$ cat src/rtl/ip_packet_pkg.sv
// Framing constants and FSM state type shared by ip_packet_tx and ip_packet_rx.
// IP_PACKET_TX_MIN_FRAME_PAD_EN adds the PAD state for minimum-size frames.
package ip_packet_pkg;

    localparam int unsigned ETH_HDR_SIZE_BYTES  = 14;
    localparam int unsigned IP_HDR_SIZE_BYTES   = 24;
    localparam int unsigned ETH_MIN_FRAME_BYTES = 60;

    localparam logic [15:0]  ETHERTYPE       = 16'h9999;
    localparam logic [127:0] IP_HDR_TEMPLATE = {16{8'h99}};

`ifdef IP_PACKET_TX_MIN_FRAME_PAD_EN
    typedef enum logic [2:0] {
        ST_IDLE,
        ST_ETH_HDR,
        ST_IP_HDR,
        ST_PAYLOAD,
        ST_PAD
    } tx_state_e;
`else
    typedef enum logic [2:0] {
        ST_IDLE,
        ST_ETH_HDR,
        ST_IP_HDR,
        ST_PAYLOAD
    } tx_state_e;
`endif

    function automatic int unsigned pad_bytes(input int unsigned payload_bytes);
        int unsigned frame;
        frame = ETH_HDR_SIZE_BYTES + IP_HDR_SIZE_BYTES + payload_bytes;
        return (frame < ETH_MIN_FRAME_BYTES) ? ETH_MIN_FRAME_BYTES - frame : 0;
    endfunction

endpackage

$ cat src/rtl/ip_packet_tx_byte_serializer.sv
// Picks byte idx_i (LSB byte first) out of a parallel section vector.
// The byte holds as long as idx_i holds, which gives stability under stalls.
module byte_serializer #(
    parameter int unsigned NBYTES = 1,
    parameter int unsigned CW     = 16
) (
    input  logic [NBYTES*8-1:0] vec_i,
    input  logic [CW-1:0]       idx_i,
    input  logic                sel_i,
    output logic [7:0]          byte_o,
    output logic                last_o
);

    logic [NBYTES*8-1:0] shifted;

    assign shifted = vec_i >> {idx_i, 3'b000};
    assign byte_o  = sel_i ? shifted[7:0] : 8'h00;
    assign last_o  = sel_i && (idx_i == CW'(NBYTES - 1));

endmodule

$ cat src/rtl/ip_packet_tx.sv
// Ethernet + IP header + payload framer onto a byte-wide AXI-Stream.
// Define IP_PACKET_TX_MIN_FRAME_PAD_EN to zero-pad short frames to 60 bytes.
module ip_packet_tx #(
    parameter int unsigned IP_ADDR_WIDTH    = 32,
    parameter int unsigned MAC_ADDR_WIDTH   = 48,
    parameter int unsigned AXI_S_DATA_WIDTH = 8,
    parameter int unsigned COUNTER_WIDTH    = 16,
    parameter int unsigned USER_DATA_BYTES  = 4
) (
    input  logic                          ACLK,
    input  logic                          ARESET,
    input  logic [IP_ADDR_WIDTH-1:0]      ACCELERATOR_IP_ADDRESS,
    input  logic [MAC_ADDR_WIDTH-1:0]     ACCELERATOR_MAC_ADDRESS,
    input  logic [IP_ADDR_WIDTH-1:0]      DST_IP_ADDRESS,
    input  logic [MAC_ADDR_WIDTH-1:0]     DST_MAC_ADDRESS,
    input  logic [USER_DATA_BYTES*8-1:0]  RESULT_DATA,
    input  logic                          RESULT_VALID,
    output logic                          RESULT_READY,
    output logic [AXI_S_DATA_WIDTH-1:0]   MAC_DATA_IN,
    output logic                          MAC_DATA_VALID,
    input  logic                          MAC_DATA_READY,
    output logic                          MAC_DATA_LAST,
    output logic                          MAC_DATA_TUSER,
    output logic                          TX_BUSY
);

    import ip_packet_pkg::*;

    localparam int unsigned CW = COUNTER_WIDTH;

    tx_state_e state_q, state_d;
    logic [CW-1:0] cnt_q, cnt_d;

    logic [USER_DATA_BYTES*8-1:0] payload_q;
    logic [IP_ADDR_WIDTH-1:0]     src_ip_q, dst_ip_q;
    logic [MAC_ADDR_WIDTH-1:0]    src_mac_q, dst_mac_q;

    logic [ETH_HDR_SIZE_BYTES*8-1:0] eth_vec;
    logic [IP_HDR_SIZE_BYTES*8-1:0]  ip_vec;

    logic [7:0] eth_byte, ip_byte, pl_byte;
    logic       eth_last, ip_last, pl_last, pad_last;
    logic       accept, hs, sec_last, frame_last;

    assign eth_vec = {ETHERTYPE, src_mac_q, dst_mac_q};
    assign ip_vec  = {dst_ip_q, src_ip_q, IP_HDR_TEMPLATE};

    byte_serializer #(.NBYTES(ETH_HDR_SIZE_BYTES), .CW(CW)) u_eth (
        .vec_i  (eth_vec),
        .idx_i  (cnt_q),
        .sel_i  (state_q == ST_ETH_HDR),
        .byte_o (eth_byte),
        .last_o (eth_last)
    );

    byte_serializer #(.NBYTES(IP_HDR_SIZE_BYTES), .CW(CW)) u_ip (
        .vec_i  (ip_vec),
        .idx_i  (cnt_q),
        .sel_i  (state_q == ST_IP_HDR),
        .byte_o (ip_byte),
        .last_o (ip_last)
    );

    byte_serializer #(.NBYTES(USER_DATA_BYTES), .CW(CW)) u_pl (
        .vec_i  (payload_q),
        .idx_i  (cnt_q),
        .sel_i  (state_q == ST_PAYLOAD),
        .byte_o (pl_byte),
        .last_o (pl_last)
    );

`ifdef IP_PACKET_TX_MIN_FRAME_PAD_EN
    localparam int unsigned PAD_BYTES = pad_bytes(USER_DATA_BYTES);
    localparam bit          HAS_PAD   = (PAD_BYTES != 0);

    assign pad_last   = (state_q == ST_PAD) && (cnt_q == CW'(PAD_BYTES - 1));
    assign frame_last = HAS_PAD ? pad_last : pl_last;
`else
    assign pad_last   = 1'b0;
    assign frame_last = pl_last;
`endif

    assign sec_last = eth_last | ip_last | pl_last | pad_last;

    assign RESULT_READY   = (state_q == ST_IDLE);
    assign TX_BUSY        = (state_q != ST_IDLE);
    assign MAC_DATA_VALID = (state_q != ST_IDLE);
    // Pad bytes are zero, so OR-ing the section bytes covers them too.
    assign MAC_DATA_IN    = eth_byte | ip_byte | pl_byte;
    assign MAC_DATA_LAST  = frame_last;
    assign MAC_DATA_TUSER = 1'b0;

    assign accept = RESULT_READY & RESULT_VALID;
    assign hs     = MAC_DATA_VALID & MAC_DATA_READY;

    always_comb begin
        state_d = state_q;
        cnt_d   = cnt_q;
        if (accept) begin
            state_d = ST_ETH_HDR;
            cnt_d   = '0;
        end else if (hs) begin
            if (sec_last) begin
                cnt_d = '0;
                unique case (state_q)
                    ST_ETH_HDR: state_d = ST_IP_HDR;
                    ST_IP_HDR:  state_d = ST_PAYLOAD;
`ifdef IP_PACKET_TX_MIN_FRAME_PAD_EN
                    ST_PAYLOAD: state_d = HAS_PAD ? ST_PAD : ST_IDLE;
                    ST_PAD:     state_d = ST_IDLE;
`else
                    ST_PAYLOAD: state_d = ST_IDLE;
`endif
                    default:    state_d = ST_IDLE;
                endcase
            end else begin
                cnt_d = cnt_q + CW'(1);
            end
        end
    end

    always_ff @(posedge ACLK or negedge ARESET) begin
        if (!ARESET) begin
            state_q   <= ST_IDLE;
            cnt_q     <= '0;
            payload_q <= '0;
            src_ip_q  <= '0;
            dst_ip_q  <= '0;
            src_mac_q <= '0;
            dst_mac_q <= '0;
        end else begin
            state_q <= state_d;
            cnt_q   <= cnt_d;
            if (accept) begin
                payload_q <= RESULT_DATA;
                src_ip_q  <= ACCELERATOR_IP_ADDRESS;
                dst_ip_q  <= DST_IP_ADDRESS;
                src_mac_q <= ACCELERATOR_MAC_ADDRESS;
                dst_mac_q <= DST_MAC_ADDRESS;
            end
        end
    end

endmodule

$ cat config.mk
export PLATFORM = sky130hd
export DESIGN_NAME = ip_packet_tx
export DESIGN_NICKNAME = d
export VERILOG_FILES = /design/src/rtl/ip_packet_pkg.sv /design/src/rtl/ip_packet_tx_byte_serializer.sv /design/src/rtl/ip_packet_tx.sv
export SDC_FILE = /design/constraint.sdc
export NUM_CORES = 1
export LEC_CHECK = 0
export CORE_MARGIN = 3
export CORE_UTILIZATION = 33
export CTS_CLUSTER_SIZE = 24
export DETAILED_ROUTE_END_ITERATION = 10
export SYNTH_ARGS = -nofsm -noshare
export SYNTH_HDL_FRONTEND = slang
export SYNTH_SLANG_ARGS = --single-unit
$ cat constraint.sdc
create_clock -name ACLK -period 2.97 [get_ports ACLK]
set_clock_uncertainty 0.05 [all_clocks]
set_input_delay 0.4455 -clock ACLK [delete_from_list [all_inputs] [get_ports ACLK]]
set_output_delay 0.4455 -clock ACLK [all_outputs]
set_load 0.02 [all_outputs]
==> metrics.csv <==
metric;value;unit
DR vias/cell;4.88;
Site Rows;63;
slew margin rel.;0.488;
remaining global-route overflow;0;
Diodes inserted;0;
Hold Fails Final Rpt;0;
Min Clock Period, post-route;3.09;ns
Inserted Clock Buffers;24;
setup ws final;-0.122;ns
share of the synthesized area in the top cell type;0.518;
final instance area;0.0141;sq mm
initial antenna violation count;0;
crit path DAT;2.60;ns
fin crit share;1.04;
Worst Max-Slew Pin Slew;0.746;ns
Syn-to-layout area delta;39.0;%
Setup crit start kind;register;
post-detailed-route count of antenna-violating nets;0;
Critical Path Slowest Stage Cell;dfrtp_4;
# DRC;0;
syn avg cell area;9.08;sq um
Sw Pwr;3.50;mW
cell-internal power;6.84;mW
CTS tree;done;
clk buf depth;3;
fraction of registers with async set/reset;1.00;
setup TNS;-0.322;ns
share of layout cells above drive strength 1;0.159;
first-pass GRT wire length;49000;microns
Worst-path clk slew;0.07;ns
flops & latches, synth;210;
Hold Crit Class;input port to register;
worst-path cell chain;buf_6, buf_6, mux4_2, a22oi_2, nand2_2, a31oi_2, o22ai_2, buf_6;
outcome;complete, but fails checks;
failing checks;negative setup slack;
crit path kind;register to output port;
combinational power share;0.333;
RD Place Congestion;0.866;
Critical Path Max Stage Delay;0.53;ns
Die ar.;0.0329;sq mm
Top-Level Pins;209;
CP endpoint kind;output port;
WHS;0.391;ns
most frequent cells in the layout;nand2_1 (596), dfrtp_1 (208), clkdlybuf4s50_1 (197);
Unique masters post-synth;63;
All-Layer GR Usage;0.187;
leading cell type in the layout, fill and taps excluded;nand2_1;
EDFF count, synth;0;
Root Driver;clkbuf_16;
DP HPWL;23000;microns
Max IR drop VDD;0.454;mV
sequential power share;0.397;
RSZ-0062 raised after global routing;yes;
fill cell total of the finished layout;2912;
Leak Pwr;6.91;nW
starting density of the core;0.338;
final setup fails;7;
DR iter-0 viols;559;
Yosys Warn Count;0;
post-synthesis sequential area ratio;0.518;
vias in the first global route;8677;
DR pass1 iterations;4;
Net Sw Frac;0.338;
core area;0.0300;sq mm
Crit path top cell by count;buf_6;
post-synthesis cell count;1116;
max frequency;323;MHz
Final Util;0.470;
PD cells;733;mW/mm^2
CTS sink cnt;210;
largest net degree at the start of global routing;193;
Max FO, Critical Path;8;
Clock Power Share;0.270;
Cell Area, Placed;0.0130;sq mm
leading area contributor after synthesis;dfrtp_1;
Top FF cell, synth;dfrtp_1;
critical path required time;2.47;ns
drt wl/cell;17.8;microns
clk_lat worst skew;0.53;ns
Area contributors post-synth;dfrtp_1 (52%), nand2_1 (22%), mux4_2 (7.3%);
DRT Wirelength;31400;microns
H-tree levels;1;
Slew Limit Fails;0;
post-synth design cell area;0.0101;sq mm
via count;8602;
Die Ht;181;microns
Die W;181;microns
Total Power;10.3;mW
nets;1560;
MaxCap Viol Count;0;
# port buffers;207;
Mapped Nets;1318;
[synthesized netlist by cell type, drive strengths merged (6+ instances only)]
cell type  count
nor2          15
ha             6
o21ai         11
a31oi          9
mux4          34
a21oi         17
nor2b          7
clkbuf        47
a22oi          9
nand2        600
nor3          15
dfrtp        210
a22o           8
inv            6
nand3          6
mux2i         24
buf           20
[cell families after synthesis]
| logic type | after synthesis | share of synthesized area |
|---|---|---|
| XOR/XNOR | 7 | 0.00605 |
| other | 1 | 0.000370 |
| flip-flops | 210 | 0.518 |
| AND/OR/NAND/NOR | 675 | 0.272 |
| multiplexers | 62 | 0.104 |
| adder cells (fa/ha/maj) | 6 | 0.00740 |
| AO/OA/AOI/OAI | 82 | 0.0557 |
| buffers and inverters | 73 | 0.0365 |
[final timing paths]
check	from	endpoint	slack, ns	depth (start not counted)
min in group asynchronous	ARESET	dst_mac_q[41]	0.49	2
worst min-delay path	ACCELERATOR_MAC_ADDRESS[39]	src_mac_q[39]	0.39	3
max in group asynchronous	ARESET	src_ip_q[16]	1.51	3
worst min register to register	src_mac_q[40]	src_mac_q[40]	0.42	2
worst max-delay path	cnt_q[0]	MAC_DATA_IN[4]	-0.12	8
worst max register to register	state_q[1]	cnt_q[15]	0.49	8
[layer usage]
layer / vias up / part of all wire / global-route usage
li1: 4149 / - / -
met2: 212 / 0.48 / 0.299
met4: 0 / 0.022 / 0.0475
met5: - / 0 / 0
met1: 4197 / 0.45 / 0.267
met3: 44 / 0.050 / 0.0304
[sequential cells by signal, indices dropped and copies added (netlist names)]
register	flops
dst_mac_q	48
src_mac_q	48
dst_ip_q	32
payload_q	32
src_ip_q	32
cnt_q	16
state_q	2
[per-stage QoR]
step,setup slack [ns],cells
6_report,-0.122,1764
2_1_floorplan,0.565,1116
5_1_grt,-0.204,1764
3_5_place_dp,-0.147,1712
4_1_cts,-0.175,1764
3_3_place_gp,-0.116,1712
[power by group through the flow]
stage	registers [mW]	logic (mW)	clock network, mW
3_5_place_dp	4.14	3.10	0
2_1_floorplan	3.90	1.96	0
3_3_place_gp	4.15	3.03	0
6_report	4.10	3.44	2.79
4_1_cts	4.09	3.36	2.85
5_1_grt	4.17	3.77	2.98
[critical path: cells and delay by family, from the launching register on]
family,cells,cell delay (ns)
AO/OA/AOI/OAI,3,0.54
buffers and inverters,3,0.40
flip-flops,1,0.53
multiplexers,1,0.50
AND/OR/NAND/NOR,1,0.11
[area by class of cell]
type,instances,area [sq um],area share
inverter,6,22.5,0.00160
multi-input combinational,833,4750,0.337
clock inverter,12,92.6,0.00657
sequential,210,5260,0.373
clock buffer,30,653,0.0463
tap,390,488,0.0346
timing repair buffer,283,2830,0.200
[timing repair]
| item | CTS | global route |
|---|---|---|
| setup endpoints to repair | 8 | 8 |
| hold endpoints to repair | 90 | 0 |
| buffers inserted | 8 | 3 |
| pin swaps | 21 | 17 |
| gates resized for setup | 77 | 31 |
| gates cloned | 2 | 0 |
| hold buffers | 1 | 0 |
Power figures use the tool's default switching activity.
==> variant, RTL diff (same flow settings) <==
Build with the macro `IP_PACKET_TX_MIN_FRAME_PAD_EN` defined.
--- a/src/rtl/ip_packet_pkg.sv
+++ b/src/rtl/ip_packet_pkg.sv
@@ -1,5 +1,7 @@
 // Framing constants and FSM state type shared by ip_packet_tx and ip_packet_rx.
 // IP_PACKET_TX_MIN_FRAME_PAD_EN adds the PAD state for minimum-size frames.
+`define IP_PACKET_TX_MIN_FRAME_PAD_EN
+
 package ip_packet_pkg;
 
     localparam int unsigned ETH_HDR_SIZE_BYTES  = 14;
Function: no difference found for any inputs over 4 cycles, from zero or initial values and one cycle with ARESET low; that may be too few to reach the edited logic, so the function may still have changed.
==> variant against the original RTL <==
The flow still finishes with violations (negative setup slack); synthesized cell count decreased by 2.5%; final area decreased by 2.7%; total power increased by 33%; final cell count decreased by 2.6%; wire length decreased by 5.9%; largest power group is now combinational cells; non-clock buffer count decreased by 12; area after synthesis decreased by 1.3%; sequential cell count increased by 1; critical path type unchanged; worst setup slack got worse by 0.023 ns.
==> variant: results (changes against the original RTL) <==
[status]
status = complete, but fails checks  ; unchanged
violations = negative setup slack  ; unchanged

[finish]
final-clk-cell-share = 0.0543  ; was 0.0529
num_antenna_cells = 1  ; was 0
clock_buffers = 34  ; was 30
fin_cells = 1719  ; was 1764
buffers = 271  ; was 283
layout.nonclk_buf_frac = 0.198  ; was 0.200
fin_util = 0.460  ; was 0.470
nNetsFinal = 1512  ; was 1560

[placement]
place.gp.congestion = 0.897  ; was 0.866
place_area_sq_um = 12700  ; was 13000 sq um
dpl.hpwl_mm = 21.6  ; was 23.0 mm

[global_routing]
grtUsageMet2 = 0.291  ; was 0.299
use_met3 = 0.0252  ; was 0.0304
grt_use_total = 0.181  ; was 0.187
antenna_found_initial = 1  ; was 0
use_met1 = 0.257  ; was 0.267

[logic_synthesis]
ys_seq_area_frac = 0.528  ; was 0.518
syn_nets = 1286  ; was 1318

[detailed_routing]
firstDrtPassIters = 5  ; was 4
met2_length_mm = 14.1  ; was 14.9 mm
wl_met1_mm = 13.3  ; was 14.2 mm
wl_met3_mm = 1.31  ; was 1.57 mm

[min_path]
hold_start = ACCELERATOR_MAC_ADDRESS[14]  ; was ACCELERATOR_MAC_ADDRESS[39]
whs_endpoint = src_mac_q[14]  ; was src_mac_q[39]

[setup_path]
endpoint = MAC_DATA_IN[0]  ; was MAC_DATA_IN[4]
reg2reg_depth = 9  ; was 8
r2r_slack_ns = 0.45  ; was 0.49 ns
crit_fanout = 7  ; was 8

[timing]
final-setup-viol-count = 8  ; was 7
postLayoutSetupSlackWorst_ns = -0.146  ; was -0.122 ns

[pwr]
combPwrFrac = 0.420  ; was 0.333

[variant: cell types whose count changed in the layout (fill, tap and decap cells not counted), sizes merged, moves of 5 or more]
cell	unedited run	this run
mux2i	24	10
buf	85	72
nor2	15	27
a21oi	17	6
nor3	15	4
a31oi	9	2
mux4	34	40
xor2	3	9
clkbuf	30	35
nand2	600	595
[variant: logic make-up after synthesis]
family | count (synthesis) | synth area share
AND/OR/NAND/NOR | 670 | 0.268
other | 1 | 0.000375
AO/OA/AOI/OAI | 56 | 0.0418
multiplexers | 58 | 0.109
adder cells (fa/ha/maj) | 2 | 0.00250
buffers and inverters | 75 | 0.0371
XOR/XNOR | 15 | 0.0131
flip-flops | 211 | 0.528
[variant: metrics by stage]
stage	hold WS, ns	TNS (ns)
final	0.407	-0.870
after floorplan	0.0999	0
after global routing	0.408	-1.47
after detailed placement	0.370	-0.334
after CTS	0.389	-1.09
after global placement	0.367	-0.218
